$ cat src/rtl/Falco_pkg.sv
// Shared sizes and helpers for the issue-select slice.
package Falco_pkg;
  localparam int IQ_DEPTH = 8;
  localparam int IQ_IDX_W = 3;

  typedef logic [IQ_IDX_W-1:0] iq_idx_t;
  typedef logic [IQ_DEPTH-1:0] iq_mask_t;
  // older[i][j] = 1 : slot i was allocated before slot j
  typedef logic [IQ_DEPTH-1:0][IQ_DEPTH-1:0] iq_age_t;

  function automatic iq_idx_t oh2idx(input iq_mask_t oh);
    iq_idx_t r;
    r = '0;
    for (int i = 0; i < IQ_DEPTH; i++)
      if (oh[i]) r = r | iq_idx_t'(i);
    return r;
  endfunction

  function automatic iq_mask_t idx2oh(input iq_idx_t idx);
    return iq_mask_t'(1) << idx;
  endfunction
endpackage

$ cat src/rtl/issue_select8_age.sv
// iq_age_matrix8: 8x8 age matrix plus two oldest-of-mask picks.
// sel1 is the oldest candidate once sel0 has been removed.
module iq_age_matrix8 import Falco_pkg::*; (
  input  logic                clk_i,
  input  logic                rst_i,
  input  logic                flush_i,
  input  logic [IQ_DEPTH-1:0] valid_i,
  input  logic                alloc_valid0_i,
  input  logic [IQ_IDX_W-1:0] alloc_idx0_i,
  input  logic                alloc_valid1_i,
  input  logic [IQ_IDX_W-1:0] alloc_idx1_i,
  input  logic [IQ_DEPTH-1:0] cand_i,
  output logic [IQ_DEPTH-1:0] sel0_o,
  output logic [IQ_DEPTH-1:0] sel1_o
);
  iq_age_t older_q, older_d;

  // Slot i is oldest when no other masked slot is older than it.
  function automatic iq_mask_t oldest(input iq_mask_t m, input iq_age_t age);
    iq_mask_t o;
    for (int i = 0; i < IQ_DEPTH; i++) begin
      o[i] = m[i];
      for (int j = 0; j < IQ_DEPTH; j++)
        if (m[j] && age[j][i]) o[i] = 1'b0;
    end
    return o;
  endfunction

  // New slot becomes younger than every valid slot; lane 1 also younger than lane 0.
  always_comb begin
    older_d = older_q;
    if (alloc_valid0_i) begin
      older_d[alloc_idx0_i] = '0;
      for (int j = 0; j < IQ_DEPTH; j++)
        older_d[j][alloc_idx0_i] = valid_i[j] && (iq_idx_t'(j) != alloc_idx0_i);
    end
    if (alloc_valid1_i) begin
      older_d[alloc_idx1_i] = '0;
      for (int j = 0; j < IQ_DEPTH; j++)
        older_d[j][alloc_idx1_i] = (valid_i[j] || (alloc_valid0_i && alloc_idx0_i == iq_idx_t'(j)))
                                   && (iq_idx_t'(j) != alloc_idx1_i);
    end
  end

  // Matrix register; flush wipes it along with the slots.
  always_ff @(posedge clk_i) begin
    if (rst_i || flush_i) older_q <= '0;
    else                  older_q <= older_d;
  end

  assign sel0_o = oldest(cand_i, older_q);
  assign sel1_o = oldest(cand_i & ~sel0_o, older_q);
endmodule

$ cat src/rtl/issue_select8.sv
// issue_select8: holds slot valid/ready/age and picks the two oldest ready
// slots for the two FU ports. Optional macro ISSUE_SELECT_WAKEUP_BYPASS_EN
// lets a same-cycle wakeup make a slot selectable.
module issue_select8 import Falco_pkg::*; (
  input  logic                clk_i,
  input  logic                rst_i,
  input  logic                flush_i,
  input  logic                alloc_valid0_i,
  input  logic                alloc_valid1_i,
  input  logic [IQ_IDX_W-1:0] alloc_idx0_i,
  input  logic [IQ_IDX_W-1:0] alloc_idx1_i,
  input  logic                alloc_rdy0_i,
  input  logic                alloc_rdy1_i,
  input  logic [IQ_DEPTH-1:0] wakeup_mask_i,
  input  logic                issue_ready0_i,
  input  logic                issue_ready1_i,
  output logic                issue_valid0_o,
  output logic                issue_valid1_o,
  output logic [IQ_IDX_W-1:0] issue_idx0_o,
  output logic [IQ_IDX_W-1:0] issue_idx1_o,
  output logic [IQ_IDX_W-1:0] dispatch_slot_idx0_o,
  output logic [IQ_IDX_W-1:0] dispatch_slot_idx1_o,
  output logic                dispatch_slot_idx0_valid_o,
  output logic                dispatch_slot_idx1_valid_o,
  output logic [IQ_DEPTH-1:0] slot_valid_o,
  output logic [3:0]          occupancy_o
);
  iq_mask_t valid_q, valid_d, rdy_q, rdy_d;
  iq_mask_t cand, sel0, sel1, fire_mask, a0m, a1m;
  logic [3:0] occ_q, occ_d;
  logic fire0, fire1;

`ifdef ISSUE_SELECT_WAKEUP_BYPASS_EN
  assign cand = valid_q & (rdy_q | wakeup_mask_i);
`else
  assign cand = valid_q & rdy_q;
`endif

  iq_age_matrix8 u_age (
    .clk_i          (clk_i),
    .rst_i          (rst_i),
    .flush_i        (flush_i),
    .valid_i        (valid_q),
    .alloc_valid0_i (alloc_valid0_i),
    .alloc_idx0_i   (alloc_idx0_i),
    .alloc_valid1_i (alloc_valid1_i),
    .alloc_idx1_i   (alloc_idx1_i),
    .cand_i         (cand),
    .sel0_o         (sel0),
    .sel1_o         (sel1)
  );

  assign issue_valid0_o             = |sel0;
  assign issue_valid1_o             = |sel1;
  assign issue_idx0_o               = oh2idx(sel0);
  assign issue_idx1_o               = oh2idx(sel1);
  assign dispatch_slot_idx0_o       = issue_idx0_o;
  assign dispatch_slot_idx1_o       = issue_idx1_o;
  assign fire0                      = issue_valid0_o & issue_ready0_i;
  assign fire1                      = issue_valid1_o & issue_ready1_i;
  assign dispatch_slot_idx0_valid_o = fire0;
  assign dispatch_slot_idx1_valid_o = fire1;
  assign slot_valid_o               = valid_q;
  assign occupancy_o                = occ_q;

  assign fire_mask = (fire0 ? sel0 : '0) | (fire1 ? sel1 : '0);
  assign a0m       = alloc_valid0_i ? idx2oh(alloc_idx0_i) : '0;
  assign a1m       = alloc_valid1_i ? idx2oh(alloc_idx1_i) : '0;

  // Per-slot next state: allocation beats fire clear beats wakeup.
  always_comb begin
    valid_d = valid_q;
    rdy_d   = rdy_q;
    for (int i = 0; i < IQ_DEPTH; i++) begin
      if (a0m[i] || a1m[i]) begin
        valid_d[i] = 1'b1;
        rdy_d[i]   = a1m[i] ? alloc_rdy1_i : alloc_rdy0_i;
      end else if (fire_mask[i]) begin
        valid_d[i] = 1'b0;
        rdy_d[i]   = 1'b0;
      end else if (wakeup_mask_i[i] && valid_q[i]) begin
        rdy_d[i]   = 1'b1;
      end
    end
    occ_d = occ_q + 4'(alloc_valid0_i) + 4'(alloc_valid1_i) - 4'(fire0) - 4'(fire1);
  end

  // Slot state registers; reset and flush both empty the queue.
  always_ff @(posedge clk_i) begin
    if (rst_i || flush_i) begin
      valid_q <= '0;
      rdy_q   <= '0;
      occ_q   <= '0;
    end else begin
      valid_q <= valid_d;
      rdy_q   <= rdy_d;
      occ_q   <= occ_d;
    end
  end

  // Overwriting a live slot that is not leaving this cycle is a finder bug.
  a_alloc0_free: assert property (@(posedge clk_i) disable iff (rst_i)
    (alloc_valid0_i && !flush_i) |-> (!valid_q[alloc_idx0_i] || fire_mask[alloc_idx0_i]));
  a_alloc1_free: assert property (@(posedge clk_i) disable iff (rst_i)
    (alloc_valid1_i && !flush_i) |-> (!valid_q[alloc_idx1_i] || fire_mask[alloc_idx1_i]));
endmodule
$ cat config.mk
export PLATFORM = sky130hd
export DESIGN_NAME = issue_select8
export DESIGN_NICKNAME = d
export VERILOG_FILES = /design/src/rtl/Falco_pkg.sv /design/src/rtl/issue_select8_age.sv /design/src/rtl/issue_select8.sv
export SDC_FILE = /design/constraint.sdc
export NUM_CORES = 1
export LEC_CHECK = 0
export ABC_AREA = 1
export CORE_ASPECT_RATIO = 1.4
export CORE_MARGIN = 2
export CORE_UTILIZATION = 59
export CTS_CLUSTER_DIAMETER = 60
export DETAILED_ROUTE_END_ITERATION = 6
export GPL_TIMING_DRIVEN = 0
export PLACE_DENSITY = 0.84
export RECOVER_POWER = 25
export SYNTH_ARGS = -nofsm -noshare
export SYNTH_HDL_FRONTEND = slang
export SYNTH_SLANG_ARGS = --single-unit
$ cat constraint.sdc
create_clock -name clk_i -period 3.73 [get_ports clk_i]
set_clock_uncertainty 0.05 [all_clocks]
set_input_delay 1.119 -clock clk_i [delete_from_list [all_inputs] [get_ports clk_i]]
set_output_delay 1.119 -clock clk_i [all_outputs]
set_load 0.03 [all_outputs]
==> results of run 1 <==
## through the flow
stage / instances / hold WS (ps) / setup WS, ps / utilization, % / area [µm²]
6_report: 1181 / 408 / -39.8 / 71.1 / 7030
5_1_grt: 1181 / 435 / -136 / 71.1 / 7030
4_1_cts: 1180 / 404 / 7.45 / 70.3 / 6960
3_5_place_dp: 1164 / 391 / -350 / 67.3 / 6660
3_3_place_gp: 1164 / 386 / -354 / 67.3 / 6660
2_1_floorplan: 982 / 379 / 22.2 / - / 6020
## worst max path at each step
stage	start	endpoint	slack (ps)	cells after the start
3_5_place_dp	issue_ready0_i	dispatch_slot_idx0_valid_o	-350	4
5_1_grt	slot_valid_o[6]	occupancy_o[3]	-140	22
4_1_cts	slot_valid_o[0]	occupancy_o[3]	7	21
2_1_floorplan	slot_valid_o[2]	occupancy_o[3]	20	22
3_3_place_gp	issue_ready0_i	dispatch_slot_idx0_valid_o	-350	4
6_report	alloc_valid0_i	u_age.older_q[7]	-40	9
## area by class of cell
class | count | area (µm²) | area share, %
clock inverters | 7 | 50.0 | 0.711
well taps | 135 | 169 | 2.40
flip-flops and latches | 84 | 1700 | 24.1
clock buffers | 9 | 225 | 3.20
plain buffers | 50 | 342 | 4.86
repair buffers | 48 | 444 | 6.31
multi-input cells | 729 | 3660 | 52.0
inverters | 119 | 453 | 6.44
## worst max-delay path, stage by stage
cell	delay, ps
dlygate4sd3_1	660
inv_1	320
clkbuf_1	500
nor2_1	190
inv_1	120
clkbuf_1	540
a22oi_2	260
nand2_1	130
a21oi_1	70
## registers in the layout, indices dropped and copies added, names as in the netlist
name and cells:
rdy_q 8, slot_valid_o 8, u_age.older_q 64, occupancy_o 4
## cells by family after synthesis
kind of cell / count (synthesis) / share of synthesized area [%]
AO/OA/AOI/OAI: 202 / 17.4
XOR/XNOR: 1 / 0.146
adder cells (fa/ha/maj): 5 / 1.41
buffers and inverters: 169 / 12.8
flip-flops: 84 / 28.0
AND/OR/NAND/NOR: 521 / 40.3
## synth_stat cells
master      n  area, µm²
or2_2       2       12.5
nor3_1      4       20.0
fa_1        3       60.1
dfxtp_1    84       1680
inv_1     109        409
inv_2       6       22.5
nand2_4     9        101
nand4_1     5       31.3
xor2_1      1       8.76
buf_4      15        113
nor2_4      6       67.6
a22oi_1     5       37.5
nand2_1   217        815
a21o_1      2       15.0
nand2_2    10       62.6
a21boi_1    1       7.51
clkbuf_1   22       82.6
inv_4       1       6.26
clkinv_1    3       11.3
buf_6       9        101
buf_2       3       15.0
o21ai_0   100        500
o21ai_2     1       8.76
nand3b_1    1       7.51
clkbuf_4    1       7.51
nand3_2    12        120
nand3_1   154        771
a31oi_1     3       18.8
a32oi_1     1       8.76
nor2_2     15       93.8
a21oi_1    88        440
ha_1        2       25.0
a21oi_2     1       8.76
nor2_1     86        323
## what timing repair did
item | 4_1_cts | 5_1_grt
hold buffers | 0 | 0
endpoints found under the setup margin | 10 | 26
cloned | 0 | 0
endpoints found under the hold margin | 0 | 0
buffers inserted | 0 | 1
pin swaps | 0 | 3
gates resized for setup | 27 | 44
## routing by layer
layer / global-route usage [%] / wire [µm] / vias to the layer above
li1: - / - / 3318
met1: 56.9 / 8470 / 3303
met2: 76.8 / 11800 / 671
met3: 9.41 / 3490 / 200
met4: 32.3 / 2260 / 0
met5: 0 / 0 / -
## power breakdown
| part | switching [mW] | internal (mW) |
|---|---|---|
| Combinational | 0.190 | 0.0687 |
| Clock | 0.427 | 0.455 |
| Sequential | 0.00728 | 0.904 |
==> flow_summary_export.csv, run 1 <==
group,metric,value,unit
place,place.gp.congestion,1.07,
routing,wirelength,26.0,mm
global_routing,grt_max_degree,16,
clocking,cts_tree,"yes",
routing,vias,7492,
sta,fin_crit,3770,ps
layout,mostFrequentLayoutCell,"nand2_1",
clocking,cts_root_buffer,"clkbuf_16",
sta,final_max_slew_viol_count,0,
sta,fin_crit_sh,101,%
die,die_h,123,µm
routing,drcViolationCount,0,
power_and_ir_drop,leakage,3.23,nW
hold_path,hold_start,"u_age.older_q[18]",
die,ios,51,
die,die_w,89.3,µm
global_routing,grt_pass1_wl,38.4,mm
critical_path,r2r_end,"occupancy_o[3]",
routing,postRouteAntennaNets,0,
place,hpwl,19.1,mm
routing,vias_per_cell,6.34,
global_routing,antenna_found_initial,0,
synth,synth.net_count,1010,
sta,fin_ws,-39.8,ps
clocking,path_clk_slew,70,ps
clocking,clkSinkCount,84,
critical_path,crit_required,3900,ps
die,core_area,9900,µm²
synth,synth_cells,982,
critical_path,crit_fanout,10,
critical_path,worstRegToRegCells,21,
power_and_ir_drop,irDropWorstVdd,263,µV
layout,fill_cells,933,
clocking,cts_buffer_depth,2,
synth,synth_warnings,0,
critical_path,worstReg2RegStart,"slot_valid_o[2]",
hold_path,hold_depth,2,
synth,synth-seq-area-share,28.0,%
sta,worst_pin_slew,923,ps
sta,rsz0062_at_grt,"yes",
critical_path,end_kind,"flop",
layout,nets,1069,
clocking,cts_buffers,9,
sta,finalSetupViolCount,7,
hold_path,min_to,"u_age.older_q[18]",
sta,fmax,265,MHz
power_and_ir_drop,powerDensity,292,nW/µm²
global_routing,grt.overflow.total,0,
sta,finalSetupTns,-182,ps
critical_path,r2r_slack,20,ps
routing,dr.pass1.iters,7,
synth,synth_cell_type_count,34,
job,drv_cap,0,
synth,netlist_area,6010,µm²
routing,drt-initial-drc-count,1195,
critical_path,critPathArrivalTime,3940,ps
place,port-buffer-count,47,
run_status,violations,"setup timing",
synth,avgSynthCellArea,6.12,µm²
layout,drive_above_1_share,13.0,%
critical_path,cp-start-kind,"input port",
global_routing,grt_pass1_vias,6769,
sta,max_slew_margin,38.3,%
synth,ys_ff_latch,84,
layout,mostFrequentLayoutCells,"215 x nand2_1, 151 x nand3_1, 109 x inv_1, 99 x o21ai_0, 87 x a21oi_1",
die,initial_core_util,60.8,%
clocking,htreeDepth,3,
layout,synthToLayoutAreaGrowth,17.0,%
clocking,clk_latency,360,ps
die,die_area,11000,µm²
hold_path,min_path_type,"reg -> reg",
global_routing,groute.usage.overall,48.0,%
layout,antennaDiodeCount,0,
sta,hold_viol_final,0,
run_status,outcome,"finished with violations",
critical_path,critPathKind,"in -> reg",
die,num_rows,43,
power_and_ir_drop,finalPower,2.05,mW
routing,wl_per_cell,22.0,µm
Power figures use the tool's default switching activity.
==> run 2, diff against run 1 <==
--- a/config.mk
+++ b/config.mk
@@ -7,7 +7,7 @@
 export LEC_CHECK = 0
 export ABC_AREA = 1
 export CORE_ASPECT_RATIO = 1.4
-export CORE_MARGIN = 2
+export CORE_MARGIN = 3
 export CORE_UTILIZATION = 59
 export CTS_CLUSTER_DIAMETER = 60
 export DETAILED_ROUTE_END_ITERATION = 6
==> run 2 against run 1 <==
  * The flow still finishes with violations (setup timing)
  * Global-route usage shrank 3.4 points
  * Register-to-register slack gained 80 ps
  * Critical endpoint is now rdy_q[7]
  * Total power grew 5.5%
  * Worst setup slack gained 36 ps
  * Largest cell class unchanged
  * Final area grew 0.41%
  * First-iteration DRC count shrank 17%
  * Sequential share of layout area shrank 0.098 points
  * Sequential power is essentially flat
==> flow_summary_export.csv, run 2 (synthesis gave the netlist of run 1 again) <==
group,metric,value,unit
critical_path,worstReg2RegStart,"rdy_q[3]",
critical_path,critPathKind,"in -> reg",
routing,drt-initial-drc-count,988,
critical_path,slowest_stage,"nor2_1",
place,hpwl,19.3,mm
critical_path,cp-start-kind,"input port",
die,initial_core_util,60.4,%
critical_path,critPathArrivalTime,3960,ps
die,die_area,11500,µm²
layout,synthToLayoutAreaGrowth,17.4,%
sta,hold_viol_final,0,
sta,fin_crit_sh,100,%
global_routing,groute.usage.overall,44.5,%
global_routing,antenna_found_initial,0,
layout,largest_register_ffs,64,
sta,final_max_slew_viol_count,0,
hold_path,min_path_type,"reg -> reg",
critical_path,crit_fanout,10,
die,die_h,125,µm
sta,rsz0062_at_grt,"yes",
place,place.gp.congestion,1.10,
global_routing,grt_max_degree,15,
power_and_ir_drop,finalPower,2.16,mW
layout,antennaDiodeCount,0,
power_and_ir_drop,leakage,3.26,nW
sta,max_slew_margin,35.5,%
critical_path,crit_start,"alloc_idx1_i[0]",
sta,fin_crit,3730,ps
sta,fin_ws,-3.34,ps
place,placedInstanceArea,6660,µm²
clocking,path_clk_slew,70,ps
critical_path,crit_required,3960,ps
global_routing,grt_pass1_wl,38.5,mm
die,ios,51,
critical_path,max_stage_delay,810,ps
critical_path,worstRegToRegCells,21,
sta,finalSetupViolCount,1,
place,place_inst,1164,
layout,finalNonFillerCells,1181,
routing,wirelength,25.8,mm
hold_path,hold_start,"u_age.older_q[18]",
layout,mostFrequentLayoutCells,"215 x nand2_1, 147 x nand3_1, 109 x inv_1, 98 x o21ai_0, 87 x a21oi_1",
routing,vias,7447,
layout,stdcell_area,7060,µm²
global_routing,grt_pass1_vias,6761,
die,num_rows,43,
die,core_area,9950,µm²
routing,postRouteAntennaNets,0,
sta,worst_pin_slew,964,ps
sta,whs,410,ps
hold_path,hold_depth,2,
clocking,clkSinkCount,84,
clocking,htreeDepth,3,
critical_path,end_kind,"flop",
layout,seq_area,1700,µm²
layout,top_register,"u_age.older_q",
critical_path,path_cells,"clkdlybuf4s50_1 -> buf_2 -> nand3_1 -> nor2_1 -> inv_1 -> o21ai_0 -> a22oi_1 -> nor2_1",
routing,wl_per_cell,21.9,µm
routing,dr.pass1.iters,7,
power_and_ir_drop,irDropWorstVdd,282,µV
sta,fmax,268,MHz
clocking,cts_buffers,9,
layout,mostFrequentLayoutCell,"nand2_1",
run_status,violations,"setup timing",
global_routing,grt.overflow.total,0,
power_and_ir_drop,powerDensity,306,nW/µm²
die,die_w,91.3,µm
layout,nets,1069,
routing,vias_per_cell,6.31,
critical_path,crit_top_cell,"nor2_1",
clocking,cts_tree,"yes",
clocking,clk_latency,340,ps
clocking,cts_root_buffer,"clkbuf_16",
place,port-buffer-count,47,
routing,drcViolationCount,0,
job,drv_cap,0,
run_status,outcome,"finished with violations",
layout,fill_cells,916,
layout,multi_input_area,3640,µm²
clocking,cts_buffer_depth,2,
layout,drive_above_1_share,13.4,%
[run 2: cell count changes in the layout (fill, tap and decap cells not counted), sizes merged, moves of 2 or more]
cell | previous run | this run
bufinv | 0 | 2
clkbuf | 35 | 37
clkdlybuf4s50 | 24 | 27
clkinvlp | 4 | 1
dlygate4sd3 | 13 | 10
[run 2: metrics by stage]
stage,setup TNS [ps],utilization [%],worst slack (ps)
after floorplan,0,-,22.2
final,-3.34,71.0,-3.34
after global routing,-116,71.0,-90.9
after detailed placement,-5130,66.9,-324
after CTS,-29.6,70.3,-29.6
after global placement,-4840,66.9,-345
[run 2: final cells by class]
type | count | share of cell area [%]
multi-input combinational | 729 | 51.5
sequential | 84 | 24.0
clock buffer | 10 | 3.38
buffer | 50 | 4.75
timing repair buffer | 48 | 6.34
tap | 135 | 2.39
clock inverter | 6 | 1.24
inverter | 119 | 6.41
[run 2: final timing paths]
check | to | slack (ps)
min | u_age.older_q[18] | 410
min reg2reg | u_age.older_q[18] | 410
max | rdy_q[7] | -3
max reg2reg | occupancy_o[3] | 100
[run 2: what timing repair did]
action / in CTS / in global routing
pin swaps: 0 / 1
gates resized for setup: 23 / 47
setup endpoints to repair: 11 / 32
setup buffers: 0 / 1
cloned: 0 / 0
hold buffers: 0 / 0
[run 2: critical path: cells and delay by family]
family	cells	cell delay [ps]
buffers and inverters	3	1280
AO/OA/AOI/OAI	2	350
AND/OR/NAND/NOR	3	1210
[run 2: report_power, final]
part	switching, mW	internal (mW)
logic	0.190	0.0691
clock network	0.388	0.605
registers	0.00753	0.904
total	0.585	1.58
[run 2: routing by layer]
layer  wire, µm  share of wire (%)  track usage [%]
met5          0                  0                0
met4       2210                8.6             30.6
met3       3330                 13             7.94
met2      11700                 45             72.1
met1       8570                 33             53.2
